$ cat src/rtl/player_state_engine.sv
// Per-player fighter update engine: frame-gated 3-stage next-state/timer/position pipeline.
// Optional PLAYER_INPUT_BUFFER_EN adds a one-entry button buffer for presses made during non-actionable frames.
module player_state_engine #(
  parameter int POSITION_DEPTH     = 10,
  parameter int SPRITE_INDEX_DEPTH = 4,
  parameter int KICK_FRAMES        = 6,
  parameter int GRAB_FRAMES        = 8,
  parameter int WALK_FRAMES        = 4,
  parameter int END_FRAMES         = 8,
  parameter int F_WALK_SPEED       = 4,
  parameter int B_WALK_SPEED       = 2,
  parameter int PLAYER_WIDTH       = 32,
  parameter int ARENA_MAX          = 639,
  parameter int START_POS_P1       = 100,
  parameter int START_POS_P2       = 500
) (
  input  logic                          sys_clk,
  input  logic                          reset,
  input  logic                          frame_clk,
  input  logic [4:0]                    player_buttons,
  input  logic                          player_num,
  input  logic [POSITION_DEPTH-1:0]     other_player_position,
  input  logic                          player_attack_connected,
  input  logic                          opponent_attack_connected,
  output logic [2:0]                    next_state,
  output logic [SPRITE_INDEX_DEPTH-1:0] sprite_index,
  output logic [POSITION_DEPTH-1:0]     next_position,
  output logic                          done_gen
);

  localparam int PW1 = POSITION_DEPTH + 1;
  localparam int TW  = SPRITE_INDEX_DEPTH;

  localparam logic [2:0] S_NOTHING = 3'd0;
  localparam logic [2:0] S_WALK_F  = 3'd1;
  localparam logic [2:0] S_WALK_B  = 3'd2;
  localparam logic [2:0] S_BLOCK   = 3'd3;
  localparam logic [2:0] S_KICK    = 3'd4;
  localparam logic [2:0] S_GRAB    = 3'd5;
  localparam logic [2:0] S_WIN     = 3'd6;
  localparam logic [2:0] S_LOSE    = 3'd7;

  localparam int K_BUTTON  = 0;
  localparam int B_BUTTON  = 1;
  localparam int G_BUTTON  = 2;
  localparam int WB_BUTTON = 3;
  localparam int WF_BUTTON = 4;

  localparam logic [PW1-1:0] ARENA_HI  = PW1'(ARENA_MAX - PLAYER_WIDTH + 1);
  localparam logic [PW1-1:0] PW_EXT    = PW1'(PLAYER_WIDTH);
  localparam logic [PW1-1:0] F_STEP    = PW1'(F_WALK_SPEED);
  localparam logic [PW1-1:0] B_STEP    = PW1'(B_WALK_SPEED);
  localparam logic [TW-1:0]  KICK_LAST = TW'(KICK_FRAMES - 1);
  localparam logic [TW-1:0]  GRAB_LAST = TW'(GRAB_FRAMES - 1);
  localparam logic [TW-1:0]  WALK_LAST = TW'(WALK_FRAMES - 1);
  localparam logic [TW-1:0]  END_LAST  = TW'(END_FRAMES - 1);

  // Synchroniser and edge detector
  logic [1:0]                r_sync;
  logic                      r_sync_d;

  // Pipeline valid flags for T+1, T+2, T+3
  logic                      r_v1;
  logic                      r_v2;
  logic                      r_v3;

  // Frame snapshot
  logic [4:0]                r_btn;
  logic [POSITION_DEPTH-1:0] r_other;
  logic                      r_hit_own;
  logic                      r_hit_opp;
  logic                      r_snap_own;
  logic                      r_snap_opp;

  // Decision and committed state
  logic [2:0]                r_dec;
  logic [2:0]                r_state;
  logic [TW-1:0]             r_timer;
  logic [POSITION_DEPTH-1:0] r_pos;
  logic                      r_done;

  logic                      w_busy;
  logic                      w_tick;
  logic                      w_actionable;
  logic                      w_terminal;
  logic [4:0]                w_btn_eff;
  logic [2:0]                w_btn_state;
  logic [2:0]                w_dec;
  logic [TW-1:0]             w_last;
  logic [TW-1:0]             w_timer_next;
  logic                      w_moving;
  logic                      w_inc;
  logic [PW1-1:0]            w_step;
  logic [PW1-1:0]            w_pos_ext;
  logic [PW1-1:0]            w_other_ext;
  logic [PW1-1:0]            w_raw;
  logic [PW1-1:0]            w_arena;
  logic [PW1-1:0]            w_lim;
  logic [PW1-1:0]            w_col;

  assign w_busy = r_v1 | r_v2 | r_v3;
  assign w_tick = r_sync[1] & ~r_sync_d & ~w_busy;

  // The synchroniser keeps tracking through reset so a level held across reset is not seen as a new edge.
  always_ff @(posedge sys_clk) begin
    r_sync   <= {r_sync[0], frame_clk};
    r_sync_d <= r_sync[1];
  end

  always_comb begin
    w_actionable = 1'b0;
    case (r_state)
      S_NOTHING, S_WALK_F, S_WALK_B, S_BLOCK: w_actionable = 1'b1;
      S_KICK:                                 w_actionable = (r_timer == KICK_LAST);
      S_GRAB:                                 w_actionable = (r_timer == GRAB_LAST);
      default:                                w_actionable = 1'b0;
    endcase
  end

  assign w_terminal = (r_state == S_WIN) || (r_state == S_LOSE);

`ifdef PLAYER_INPUT_BUFFER_EN
  logic [4:0] r_buf;
  logic [1:0] r_buf_age;
  logic [4:0] w_btn_top;

  always_comb begin
    w_btn_top = '0;
    if (r_btn[K_BUTTON])       w_btn_top[K_BUTTON]  = 1'b1;
    else if (r_btn[B_BUTTON])  w_btn_top[B_BUTTON]  = 1'b1;
    else if (r_btn[G_BUTTON])  w_btn_top[G_BUTTON]  = 1'b1;
    else if (r_btn[WB_BUTTON]) w_btn_top[WB_BUTTON] = 1'b1;
    else if (r_btn[WF_BUTTON]) w_btn_top[WF_BUTTON] = 1'b1;
  end

  assign w_btn_eff = (w_actionable && (r_btn == '0)) ? r_buf : r_btn;

  always_ff @(posedge sys_clk) begin
    if (!reset) begin
      r_buf     <= '0;
      r_buf_age <= '0;
    end else if (r_v1) begin
      if ((w_dec == S_WIN) || (w_dec == S_LOSE) || w_actionable) begin
        r_buf     <= '0;
        r_buf_age <= '0;
      end else if (w_btn_top != '0) begin
        r_buf     <= w_btn_top;
        r_buf_age <= '0;
      end else if (r_buf != '0) begin
        if (r_buf_age == 2'd2) begin
          r_buf     <= '0;
          r_buf_age <= '0;
        end else begin
          r_buf_age <= r_buf_age + 2'd1;
        end
      end
    end
  end
`else
  assign w_btn_eff = r_btn;
`endif

  always_comb begin
    if (w_btn_eff[K_BUTTON])       w_btn_state = S_KICK;
    else if (w_btn_eff[B_BUTTON])  w_btn_state = S_BLOCK;
    else if (w_btn_eff[G_BUTTON])  w_btn_state = S_GRAB;
    else if (w_btn_eff[WB_BUTTON]) w_btn_state = S_WALK_B;
    else if (w_btn_eff[WF_BUTTON]) w_btn_state = S_WALK_F;
    else                           w_btn_state = S_NOTHING;
  end

  // A block absorbs the opponent's hit entirely; the frame then resolves as if no hit arrived.
  always_comb begin
    if (w_terminal)                                 w_dec = r_state;
    else if (r_snap_own && r_snap_opp)              w_dec = S_LOSE;
    else if (r_snap_own)                            w_dec = S_WIN;
    else if (r_snap_opp && (r_state != S_BLOCK))    w_dec = S_LOSE;
    else if (!w_actionable)                         w_dec = r_state;
    else                                            w_dec = w_btn_state;
  end

  always_comb begin
    case (r_dec)
      S_WALK_F, S_WALK_B: w_last = WALK_LAST;
      S_KICK:             w_last = KICK_LAST;
      S_GRAB:             w_last = GRAB_LAST;
      default:            w_last = '0;
    endcase
  end

  always_comb begin
    if (r_dec != r_state)
      w_timer_next = '0;
    else if ((r_dec == S_WIN) || (r_dec == S_LOSE))
      w_timer_next = (r_timer == END_LAST) ? r_timer : r_timer + TW'(1);
    else
      w_timer_next = (r_timer == w_last) ? '0 : r_timer + TW'(1);
  end

  assign w_moving    = (r_dec == S_WALK_F) || (r_dec == S_WALK_B);
  assign w_inc       = (r_dec == S_WALK_F) ^ player_num;
  assign w_step      = (r_dec == S_WALK_F) ? F_STEP : B_STEP;
  assign w_pos_ext   = {1'b0, r_pos};
  assign w_other_ext = {1'b0, r_other};

  always_comb begin
    if (!w_moving)
      w_raw = w_pos_ext;
    else if (w_inc)
      w_raw = w_pos_ext + w_step;
    else
      w_raw = (w_pos_ext < w_step) ? '0 : w_pos_ext - w_step;

    w_arena = (w_raw > ARENA_HI) ? ARENA_HI : w_raw;

    if (!player_num) begin
      w_lim = (w_other_ext < PW_EXT) ? '0 : w_other_ext - PW_EXT;
      w_col = (w_arena > w_lim) ? w_lim : w_arena;
    end else begin
      w_lim = w_other_ext + PW_EXT;
      w_col = (w_arena < w_lim) ? w_lim : w_arena;
    end
  end

  always_ff @(posedge sys_clk) begin
    if (!reset) begin
      r_v1       <= 1'b0;
      r_v2       <= 1'b0;
      r_v3       <= 1'b0;
      r_btn      <= '0;
      r_other    <= '0;
      r_hit_own  <= 1'b0;
      r_hit_opp  <= 1'b0;
      r_snap_own <= 1'b0;
      r_snap_opp <= 1'b0;
      r_dec      <= S_NOTHING;
      r_state    <= S_NOTHING;
      r_timer    <= '0;
      r_pos      <= player_num ? POSITION_DEPTH'(START_POS_P2) : POSITION_DEPTH'(START_POS_P1);
      r_done     <= 1'b0;
    end else begin
      r_v1      <= w_tick;
      r_v2      <= r_v1;
      r_v3      <= r_v2;
      r_hit_own <= (r_hit_own & ~w_tick) | player_attack_connected;
      r_hit_opp <= (r_hit_opp & ~w_tick) | opponent_attack_connected;
      if (w_tick) begin
        r_btn      <= player_buttons;
        r_other    <= other_player_position;
        r_snap_own <= r_hit_own;
        r_snap_opp <= r_hit_opp;
        r_done     <= 1'b0;
      end
      if (r_v1)
        r_dec <= w_dec;
      if (r_v2) begin
        r_state <= r_dec;
        r_timer <= w_timer_next;
        r_pos   <= w_col[PW1-1] ? '1 : w_col[POSITION_DEPTH-1:0];
        r_done  <= 1'b1;
      end
    end
  end

  assign next_state    = r_state;
  assign sprite_index  = r_timer;
  assign next_position = r_pos;
  assign done_gen      = r_done;

endmodule
$ cat config.mk
export PLATFORM = sky130hd
export DESIGN_NAME = player_state_engine
export DESIGN_NICKNAME = d
export VERILOG_FILES = /design/src/rtl/player_state_engine.sv
export SDC_FILE = /design/constraint.sdc
export NUM_CORES = 1
export LEC_CHECK = 0
export ABC_AREA = 1
export CORE_ASPECT_RATIO = 0.5
export CORE_UTILIZATION = 52
export CTS_CLUSTER_DIAMETER = 30
export DETAILED_ROUTE_END_ITERATION = 12
export GPL_TIMING_DRIVEN = 1
export PLACE_DENSITY = 0.77
export SLEW_MARGIN = 20
export SYNTH_ARGS = -nofsm -noshare
export SYNTH_HDL_FRONTEND = slang
export SYNTH_SLANG_ARGS = --single-unit
$ cat constraint.sdc
create_clock -name sys_clk -period 4.1 [get_ports sys_clk]
set_input_delay 0.615 -clock sys_clk [delete_from_list [all_inputs] [get_ports sys_clk]]
set_output_delay 0.615 -clock sys_clk [all_outputs]
set_load 0.1 [all_outputs]
# Word level (Yosys, flattened, before mapping)
# Index checks and enable logic that the tools add are counted.
# totals
reg_bits	46
inputBits	21
out_inout_bits	18
wordCells	99
# classes
add_sub_neg	5
n_lt_le_gt_ge	5
eq_ne	20
muxes	31
n_bitwise	12
n_reduce_logical	10
# op_table
cell	n
$mux W11	8
$mux W10	3
$mux W3	9
$eq A3 B3 Y1 const B	8
$mux W4	4
$add A10 B3 Y11	1
$add A10 B6 Y11 const B	1
$gt A11 B10 Y1 const B	1
$gt A11 B11 Y1	1
$lt A11 B11 Y1	1
$sub A10 B3 Y11	1
$sub A10 B6 Y11 const B	1
$lt A10 B3 Y1	1
$lt A10 B6 Y1 const B	1
$eq A3 B2 Y1 const B	3
$mux W9	1
$pmux W3 S3	1
$eq A4 B3 Y1 const B	2
$eq A3 B1 Y1 const B	2
$add A4 B1 Y4 const B	1
$and A1 B1 Y1	4
$eq A4 B4 Y1	1
$or A1 B1 Y1	4
$reduce_or A4 Y1	1
15 further kinds	22

# Logic depth before layout (Yosys ltp)
# Gate-level depths: netlist (run 1).
# depth
depth_word	14
depth_mapped	35
depth_no_buf	34

# Worst setup path before layout (run 1)
# No wires, ideal clock.
# synth_path
path_kind	register to register
from	register r_pos[1] (netlist: next_position[1])
to	register r_pos[9] (netlist: next_position[9]) (data pin)
setup_time_ps	257
t_arrival_ps	4330
required_time_ps	3843
slack_ps	-487
path_stages_with_launch	31
period_less_slack_ps	4587
path_cell_list	edfxtp_1 ha_1 inv_1 fa_1 nor2_1 nand4_1 nor3_2 nand2_1 o21ai_1 nand2_1 o21ai_1 nand2_2 nand2_2 buf_6 inv_1 nor2_1 ha_1 nand2_1 nor2_1 a211oi_1 o21ai_0 nand4_1 nand2_1 nand2_1 nand2_4 nand2_4 inv_2 nor2_1 nor2_1 nor2_1 nor2_1
# synth_between
elab_chain_len	12
word_cells_on_any_way	16
classes_between	add/sub: 2; order compare: 4; mux: 10
# synth_rtl
item	line_no	text
start: declaration	79	logic [POSITION_DEPTH-1:0] r_pos;
start signal: assignment	239	r_pos <= player_num ? POSITION_DEPTH'(START_POS_P2) : POSITION_DEPTH'(START_POS_P1);
start signal: assignment	259	r_pos <= w_col[PW1-1] ? '1 : w_col[POSITION_DEPTH-1:0];
$sub A10 B3 Y11 or $lt A10 B3 Y1 (tied branches)	212	w_raw = (w_pos_ext < w_step) ? '0 : w_pos_ext - w_step;
$mux W11	212	
$mux W11	209	else if (w_inc)
$mux W11 *	207	if (!w_moving)
$gt A11 B10 Y1	214	w_arena = (w_raw > ARENA_HI) ? ARENA_HI : w_raw;
$mux W11 *	214	
$gt A11 B11 Y1 or $lt A11 B11 Y1 (tied branches)	218, 221	
$mux W11 (on tied branches)	218, 221	
$mux W11 *	216	if (!player_num) begin
$mux W10 *	259	
$mux W10 *	256	if (r_v2) begin
$mux W10 *	226	if (!reset) begin
# Every way passes the cells marked *; elsewhere a longest branch is shown, timed or not. The select of a mux whose other input is x is not followed.
# A chain may end at the register's enable or synchronous reset.

# Final worst setup path (run 1)
# layout_path
from	register r_dec[1]
to	register r_pos[9] (netlist: next_position[9]) (data pin)
# layout_between
elab_chain_len	14
word_cells_on_any_way	21
classes_between	add/sub: 2; order compare: 4; eq/ne: 2; mux: 11; bitwise: 1; reduce/logical: 1
# layout_rtl
item	line_no	text
start: declaration	76	logic [2:0] r_dec;
start signal: assignment	255	r_dec <= w_dec;
$eq A3 B1 Y1	200, 201, 202	
$mux W3	202	assign w_step = (r_dec == S_WALK_F) ? F_STEP : B_STEP;
$sub A10 B3 Y11 or $lt A10 B3 Y1 (tied branches)	212	
$mux W11	212	
$mux W11	209	
$mux W11 *	207	
$gt A11 B10 Y1	214	
$mux W11 *	214	
$gt A11 B11 Y1 or $lt A11 B11 Y1 (tied branches)	218, 221	
$mux W11 (on tied branches)	218, 221	
$mux W11 *	216	
$mux W10 *	259	
$mux W10 *	256	
$mux W10 *	226	
# Marked as above.

==> reports/summary.md, run 1 <==
The run finished, with violations left. The checks that failed: negative setup slack. For the sequential share of the synthesized area, the log shows 26.9%.

The cell area that synthesis handed to floorplanning was 3800 um^2. The number of antenna violations at the first check in global routing came out at 0. Post-detailed-placement half-perimeter wirelength: 7.76 mm.

The launching point of the worst reg2reg path was r_dec[1]. The worst min-delay path class was reg -> reg. The worst setup path is captured at a register. STA classifies the critical path startpoint as a register. The first-pass GRT wire length was 16.9 mm. After global routing the overflow that remains totals 0.

The source of the worst hold timing path is r_sync[0]. Setup total negative slack on the finished layout was measured at -0.0864 ns. For the worst slew margin relative to its limit, the log shows 34.8%. STA puts the critical path data required time at 4.24 ns. The clock net in this run drives a total of 46 sinks. In this run, placement finished with an instance count of 732.

The number of levels the H-tree was split into came out at 2. Setup repair after global routing could not meet its margin everywhere. Master of the slowest instance on the critical path: fa_2. The region available for standard cell placement spans 6880 um^2. Power density over the cells: 381 nW/um^2. The floorplan has 21 rows. The count of synthesis-stage warnings from yosys was 0. The clock transition time at the flip-flop clock pins of the worst setup and hold paths was 0.07 ns; the final antenna diode count was 0. For this design, the CTS-stage hold fixing added 0 buffers. In this run the worst path has a maximum fanout of 7.

After technology mapping, the gate count stands at 581. After detailed routing, the average wire length per cell comes to 14.6 um. The tool flagged a number of max-cap violations equal to 0.

The largest single stage delay on the critical path is 0.37 ns. The longest clock path from root to sink contains 2 buffers. In the synthesized netlist the dominant register cell turns out to be dfxtp_1. In this run, the number of DRC markers left after iteration 0 of detailed routing was 326. The tools report the source of the critical timing path as r_dec[1]. The aggregate global-route resource usage was 27.7%. In the synthesized netlist, the cells that appear most often are nand2_1 (140), inv_1 (74), nand3_1 (73). The width of the die came out at 123 um. The largest total area in the synthesized netlist belongs to dfxtp_1. Summed over its instances, the top area cell type makes up 19.0% of the synthesized netlist area. For the number of buffers inserted during clock tree synthesis, the log shows 5.

The clock arrives with 0.00329 ns of skew. The starting density of the core was 55.2%. The flip-flop and latch count after synthesis is 46.

For this run, the detailed router's first-pass iteration total came to 6. The hold violation count in the final report came out at 0. The final core area utilization is 74.1%.

At the end of routability-driven placement, the weighted congestion stood at 0.958. The count of nets left with antenna violations once routing finished came out at 0. The achievable frequency was 0.241 GHz; the number of library cell types mapped by synthesis was 41. The synthesized area divided by synthesized cell count was 6.54 um^2; the largest net degree at the start of global routing was 35. In the post-synthesis netlist, the biggest area contributors are dfxtp_1 (19%), nand2_1 (14%), nand3_1 (9.6%), ha_1 (8.9%), edfxtp_1 (7.9%). The tree is rooted in a clkbuf_16.

Of the available clock period, the critical path in the final layout requires 101%. The number of slew-limit violations in the final report was 0; the clock insertion delay at the later pin of the skew report was 0.29 ns. At the pin with the least slew margin, the transition time is 0.974 ns.

The final count of negative-setup-slack endpoints was 2. Vertical die dimension: 62.5 um. After detailed routing, the number of vias per cell comes to 5.54. The final layout contains routed wiring with a total length of 11.0 mm.

The via count of the first global-routing pass was 3658. Kind of critical path: reg -> reg. Data on the critical path arrives at its endpoint at 4.29 ns. Pin placement for this block handled 39 I/O pins. After the last flow step, the layout net total stands at 715. The most frequent cell after synthesis was nand2_1. The share of final-layout standard cells stronger than drive strength 1 is 24.2%.

The tightest hold path in the finished design has a slack of 0.330 ns. The worst path setup slack after routing is -0.0507 ns, and the number of vias after detailed routing is 4199. The leakage dissipation is 0.00234 uW, and the port buffer count is 38. In the routed design, unresolved DRC markers number 0. Compared with the post-synthesis result, the final layout area differs by 34.1%. TritonCTS built the clock tree.

The die covers 7680 um^2. In the synthesized netlist the async set-or-reset flop fraction comes to 0%. The count of cells in the finished layout, fillers not included, comes to 758.

The count of flip-flops with a built-in enable after synthesis came out at 10. The worst path in the final design needs a cycle of 4.15 ns, including I/O delays and setup. Cell repeated most along the worst path: nand2_1. The filler cells instantiated in the layout total 547. For the maximum ir drop on the vdd rail, the log shows 0.191 mV.
cell type report:
| type | count | area, um^2 | area share (%) |
|---|---|---|---|
| clock inverters | 3 | 22.5 | 0.442 |
| clock buffers | 5 | 125 | 2.45 |
| well taps | 92 | 115 | 2.26 |
| repair buffers | 87 | 764 | 15.0 |
| flip-flops and latches | 46 | 1020 | 20.1 |
| inverters | 81 | 314 | 6.16 |
| multi-input cells | 444 | 2730 | 53.6 |
kinds of logic after synthesis:
group	count (synthesis)	synth area share [%]
AND/OR/NAND/NOR	309	37.3
buffers and inverters	95	10.3
AO/OA/AOI/OAI	93	13.7
flip-flops	46	26.9
adder cells (fa/ha/maj)	29	9.94
XOR/XNOR	8	1.84
other	1	0.0986
registers in the layout, indices dropped and copies added, names as in the netlist:
register and count:
next_state 3, done_gen 1, r_other 10, r_v1 1
r_sync 2, r_sync_d 1, r_dec 3, r_hit_own 1
r_v2 1, r_snap_own 1, next_position 10, r_v3 1
r_hit_opp 1, sprite_index 4, r_btn 5, r_snap_opp 1
path summary, 6_finish.rpt:
path                      end  depth (start not counted)  slack [ns]
min reg2reg         r_sync[1]                          0        0.33
max reg2reg  next_position[9]                         30       -0.05
min                 r_sync[1]                          0        0.33
max          next_position[9]                         30       -0.05
power by group:
group,leakage (uW),switching (uW),internal (uW)
Combinational,0.00187,606,379
Clock,0.0000708,192,229
Sequential,0.000395,36.0,500
Total,0.00234,834,1110
critical path, delay by kind of cell, from the launching register on:
| kind | cells | cell delay [ns] |
|---|---|---|
| fa+ha+maj | 2 | 0.54 |
| buf+inv | 7 | 0.95 |
| simple gates | 21 | 2.15 |
| flops | 1 | 0.33 |
stage by stage:
step | setup slack, ns | cell area (um^2) | total power, uW
5_1_grt | -0.217 | 5100 | 2060
2_1_floorplan | -0.341 | 3860 | 1130
3_3_place_gp | -0.155 | 4540 | 1360
4_1_cts | 0.00165 | 4710 | 1790
6_report | -0.0507 | 5100 | 1940
3_5_place_dp | -0.195 | 4540 | 1360
placed cells by master, fill, tap and decap left out, drive strengths merged, types with 27 or more instances in the layout:
cell           count
o21ai             40
nand3             76
a21oi             32
inv               80
buf               49
nand2            158
ha                27
clkdlybuf4s50     38
dfxtp             36
nor2              59
what timing repair did:
item / in CTS / in global routing
hold endpoints to repair: 0 / 0
buffers inserted: 0 / 15
gates cloned: 0 / 3
pin swaps: 0 / 47
gates resized for setup: 5 / 66
setup endpoints to repair: 10 / 10
per-layer routing:
metal	routed length, um	vias to the layer above	track usage, %
met5	0	-	0
met4	299	0	9.76
met3	812	34	3.19
met2	4930	202	43.7
met1	4990	1872	38.9
li1	-	2091	-
Note: power is estimated with default switching activity, not from simulation.
==> run 2, diff against run 1 <==
--- a/config.mk
+++ b/config.mk
@@ -9,6 +9,7 @@
 export CORE_ASPECT_RATIO = 0.5
 export CORE_UTILIZATION = 52
 export CTS_CLUSTER_DIAMETER = 30
+export CTS_CLUSTER_SIZE = 40
 export DETAILED_ROUTE_END_ITERATION = 12
 export GPL_TIMING_DRIVEN = 1
 export PLACE_DENSITY = 0.77
==> results of run 2 <==
No change in the layout: final DEF, timing and power equal those of run 1.
==> run 3, diff against run 2 <==
--- a/config.mk
+++ b/config.mk
@@ -6,13 +6,15 @@
 export NUM_CORES = 1
 export LEC_CHECK = 0
 export ABC_AREA = 1
+export CELL_PAD_IN_SITES_DETAIL_PLACEMENT = 1
+export CELL_PAD_IN_SITES_GLOBAL_PLACEMENT = 1
 export CORE_ASPECT_RATIO = 0.5
-export CORE_UTILIZATION = 52
+export CORE_UTILIZATION = 37
 export CTS_CLUSTER_DIAMETER = 30
 export CTS_CLUSTER_SIZE = 40
 export DETAILED_ROUTE_END_ITERATION = 12
 export GPL_TIMING_DRIVEN = 1
-export PLACE_DENSITY = 0.77
+export PLACE_DENSITY_LB_ADDON = 0.1
 export SLEW_MARGIN = 20
 export SYNTH_ARGS = -nofsm -noshare
 export SYNTH_HDL_FRONTEND = slang
==> run 3 against run 2 <==
Against the previous run: largest power group unchanged; clock skew grew 0.0081 ns; core utilization is 19 points lower; cell count increased by 6.3%; clock power is 2% higher; sequential power about the same; final area up 3.8%; highest routed layer unchanged; count of clock-buffer cells in the layout rose by 2; the run still ends with negative setup slack left; flip-flop and latch count is the same; largest cell class unchanged; wire length grew 25%.
==> reports/summary.md, run 3 (same netlist as run 1, synthesis figures left out) <==
The via count of the first global-routing pass is 4006 (+9.5%). The sum of routed wire length over all layers came out at 13.8 mm (+25%). Kind of critical path: reg -> reg. The mean number of vias per cell came out at 5.29 (-4.5%).

The most critical setup path has its startpoint at r_dec[1]. The worst slew margin relative to its limit was 34.7% (-0.095 points). The worst-case hold path end point is r_sync[1].

For the number of buffers inserted during clock tree synthesis, the log shows 5 (unchanged). The worst setup path is captured at a register. The number of top-level pins is 39 (unchanged). The aggregate global-route resource usage was 23.6% (-4.1 points). The library cell used most frequently in the layout, excluding fill and tap cells, is nand2_1.

For the final antenna diode count, the log shows 0 (unchanged). For the instance area after placement, the log shows 4660 um^2 (+2.7%). The final reports fail on negative setup slack.

The share of final-layout standard cells stronger than drive strength 1 works out to 26.7% (+2.5 points). The share of the clock period used by the worst path works out to 104% (+2.4 points). Vertical die dimension: 73.7 um (+18%). The detailed-route DRC error count came out at 0 (unchanged).

The worst reg-to-reg path cell count works out to 28 (-6.7%). The pin slew with the least headroom to its limit is 0.976 ns (+0.00142 ns), and the fill cell instance count of the final layout is 1229 (+120%). The final non-filler cell area was 5290 um^2 (+3.8%); the worst path setup slack after routing was -0.148 ns (-0.0969 ns).

The peak fanout along the critical path is 5 (-2), and the antenna violation net count after detailed routing is 0 (unchanged). Post-detailed-placement half-perimeter wirelength: 9.61 mm (+24%). The TritonCTS sink count was 46 (unchanged). The count of non-filler cells in the finished layout was 806 (+6.3%).

The clock transition time at the flip-flop clock pins of the worst setup and hold paths was 0.07 ns (about the same). TritonCTS built the clock tree. Critical path arrival: 4.30 ns (about the same).

The worst min-delay path class was reg -> reg. In this run the most critical hold path is launched from r_sync[0]. Power density over the cells: 391 nW/um^2 (+2.5%). The number of violations reported at the end of detailed-routing iteration 0 was 211 (-35%). The launching point of the worst reg2reg path was r_dec[1]. The area used by multi-input combinational logic is 2820 um^2 (+3.3%). The tools report the final estimated routing congestion in global placement as 0.918 (-4.2%).

For the number of nets in the layout, the log shows 720 (+0.70%). Number of antenna violations at the first check in global routing: 0 (unchanged). The achievable frequency is 0.235 GHz (-2.3%), and the maximum ir drop on the vdd rail is 0.171 mV (-11%). Setup repair after global routing could not meet its margin everywhere.

The port buffer count is 38 (unchanged), and the final period demand of the worst path is 4.25 ns (+0.0969 ns). STA classifies the critical path startpoint as a register. The tools report the required time of the critical path as 4.15 ns (-0.09 ns). The cell repeated most along the worst path was nand2_1. For the number of core rows, the log shows 25 (+19%). The logs give -1.15 ns (-1.06 ns) for the summed negative setup slack over all endpoints and 0 (unchanged) for the hold violation count in the final report.

The cts-stage hold buffer count is 0 (unchanged), and the synthesis-to-finish area growth is 39.2%. The flip-flop and latch area was 1020 um^2 (unchanged); the first-pass GRT wire length was 19.8 mm (+17%). For the number of buffers on the longest clock path, the log shows 2 (unchanged). The final count of negative-setup-slack endpoints was 10 (+8); the clock tree skew after final layout was 0.0114 ns (+0.00809 ns). Placeable core region: 9700 um^2 (+41%).

The average wire per standard cell works out to 17.2 um (+18%). The final core area utilization was 54.6% (-19 points); the starting density of the core was 39.2% (-16 points). The number of levels the H-tree was split into is 2 (unchanged).

The minimum setup slack among reg-to-reg paths was -0.15 ns (-0.10 ns); the detailed-routing iteration count for the pre-antenna-repair pass was 4 (-2). The run gives 0 (unchanged) as the final global-route overflow total. Width of the die: 145 um (+18%). For the instance count after placement with tap cells included, the log shows 786 (+7.4%).

The tools report the buffer cell driving the clock tree root as clkbuf_16. The master of the slowest instance on the critical path is fa_2. Endpoint of the most critical register-to-register path: next_position[4].

The tools report the number of slew-limit violations in the final report as 0 (unchanged). The flow ran to the end, but the final reports show violations. The library cells used most frequently in the layout, excluding fill and tap cells, are nand2_1 (119), inv_1 (67), nand3_1 (51), buf_4 (49), nor2_1 (41).

The leakage dissipation was 0.00239 uW (+2.1%); the maximum single-stage delay on the critical path was 0.39 ns (+0.02 ns). The run gives 10700 um^2 (+39%) as the total die area. The number of maximum-capacitance constraint violations came out at 0 (unchanged). The number of cells on the worst hold path was 0 (unchanged). For the clock insertion delay at the later pin of the skew report, the log shows 0.30 ns (about the same). For the number of vias after detailed routing, the log shows 4263 (+1.5%).

The largest net degree at the start of global routing was 35 (unchanged).
==> run 3: cell types whose count changed in the layout (fill, tap and decap cells not counted), sizes merged <==
| cell | previous run | this run |
|---|---|---|
| clkbuf | 5 | 7 |
| buf | 49 | 54 |
| clkinv | 3 | 2 |
| clkinvlp | 1 | 0 |
==> run 3: timing repair <==
item	in CTS	in global routing
buffers inserted	0	9
pin swaps	8	43
endpoints found under the hold margin	0	0
resized for setup	13	79
gates cloned	0	3
setup endpoints to repair	10	10
==> run 3: stage by stage <==
stage	power [uW]	worst slack [ns]	hold WS (ns)
floorplan	1130	-0.341	0.310
global placement	1400	-0.132	0.310
detailed placement	1420	-0.176	0.323
CTS	1870	0.00131	0.339
global route	2180	-0.349	0.341
finish	2070	-0.148	0.334
==> run 3: worst max path at each step <==
stage | end | slack, ns
2_1_floorplan | next_position[9] | -0.34
3_3_place_gp | next_position[6] | -0.13
3_5_place_dp | next_position[8] | -0.18
4_1_cts | next_position[8] | 0.001
5_1_grt | next_position[1] | -0.35
6_report | next_position[4] | -0.15
==> run 3: power breakdown <==
group          switching [uW]  internal [uW]
clock                     183            246
combinational             686            413
sequential               38.5            500
total                     908           1160
==> run 3: layer usage <==
metal	routed length, um	part of all wire [%]	track usage (%)	up-vias
met4	430	3.1	7.13	0
met5	0	0	0	-
met1	6280	45	30.4	1993
met3	685	5.0	4.22	38
met2	6440	47	41.0	135
li1	-	-	-	2097
==> run 3: area by class of cell <==
cell class | count | share of cell area, %
clock inverters | 1 | 0.165
inverters | 81 | 6.08
well taps | 135 | 3.19
flip-flops and latches | 46 | 19.4
multi-input cells | 444 | 53.3
clock buffers | 7 | 2.70
repair buffers | 92 | 15.2
==> run 3: worst max-delay path, delay by kind of cell (launching register included) <==
family	cells	cell delay, ns
flip-flops	1	0.34
AO/OA/AOI/OAI	4	0.54
adder cells (fa/ha/maj)	3	0.80
AND/OR/NAND/NOR	15	1.76
buffers and inverters	6	0.55
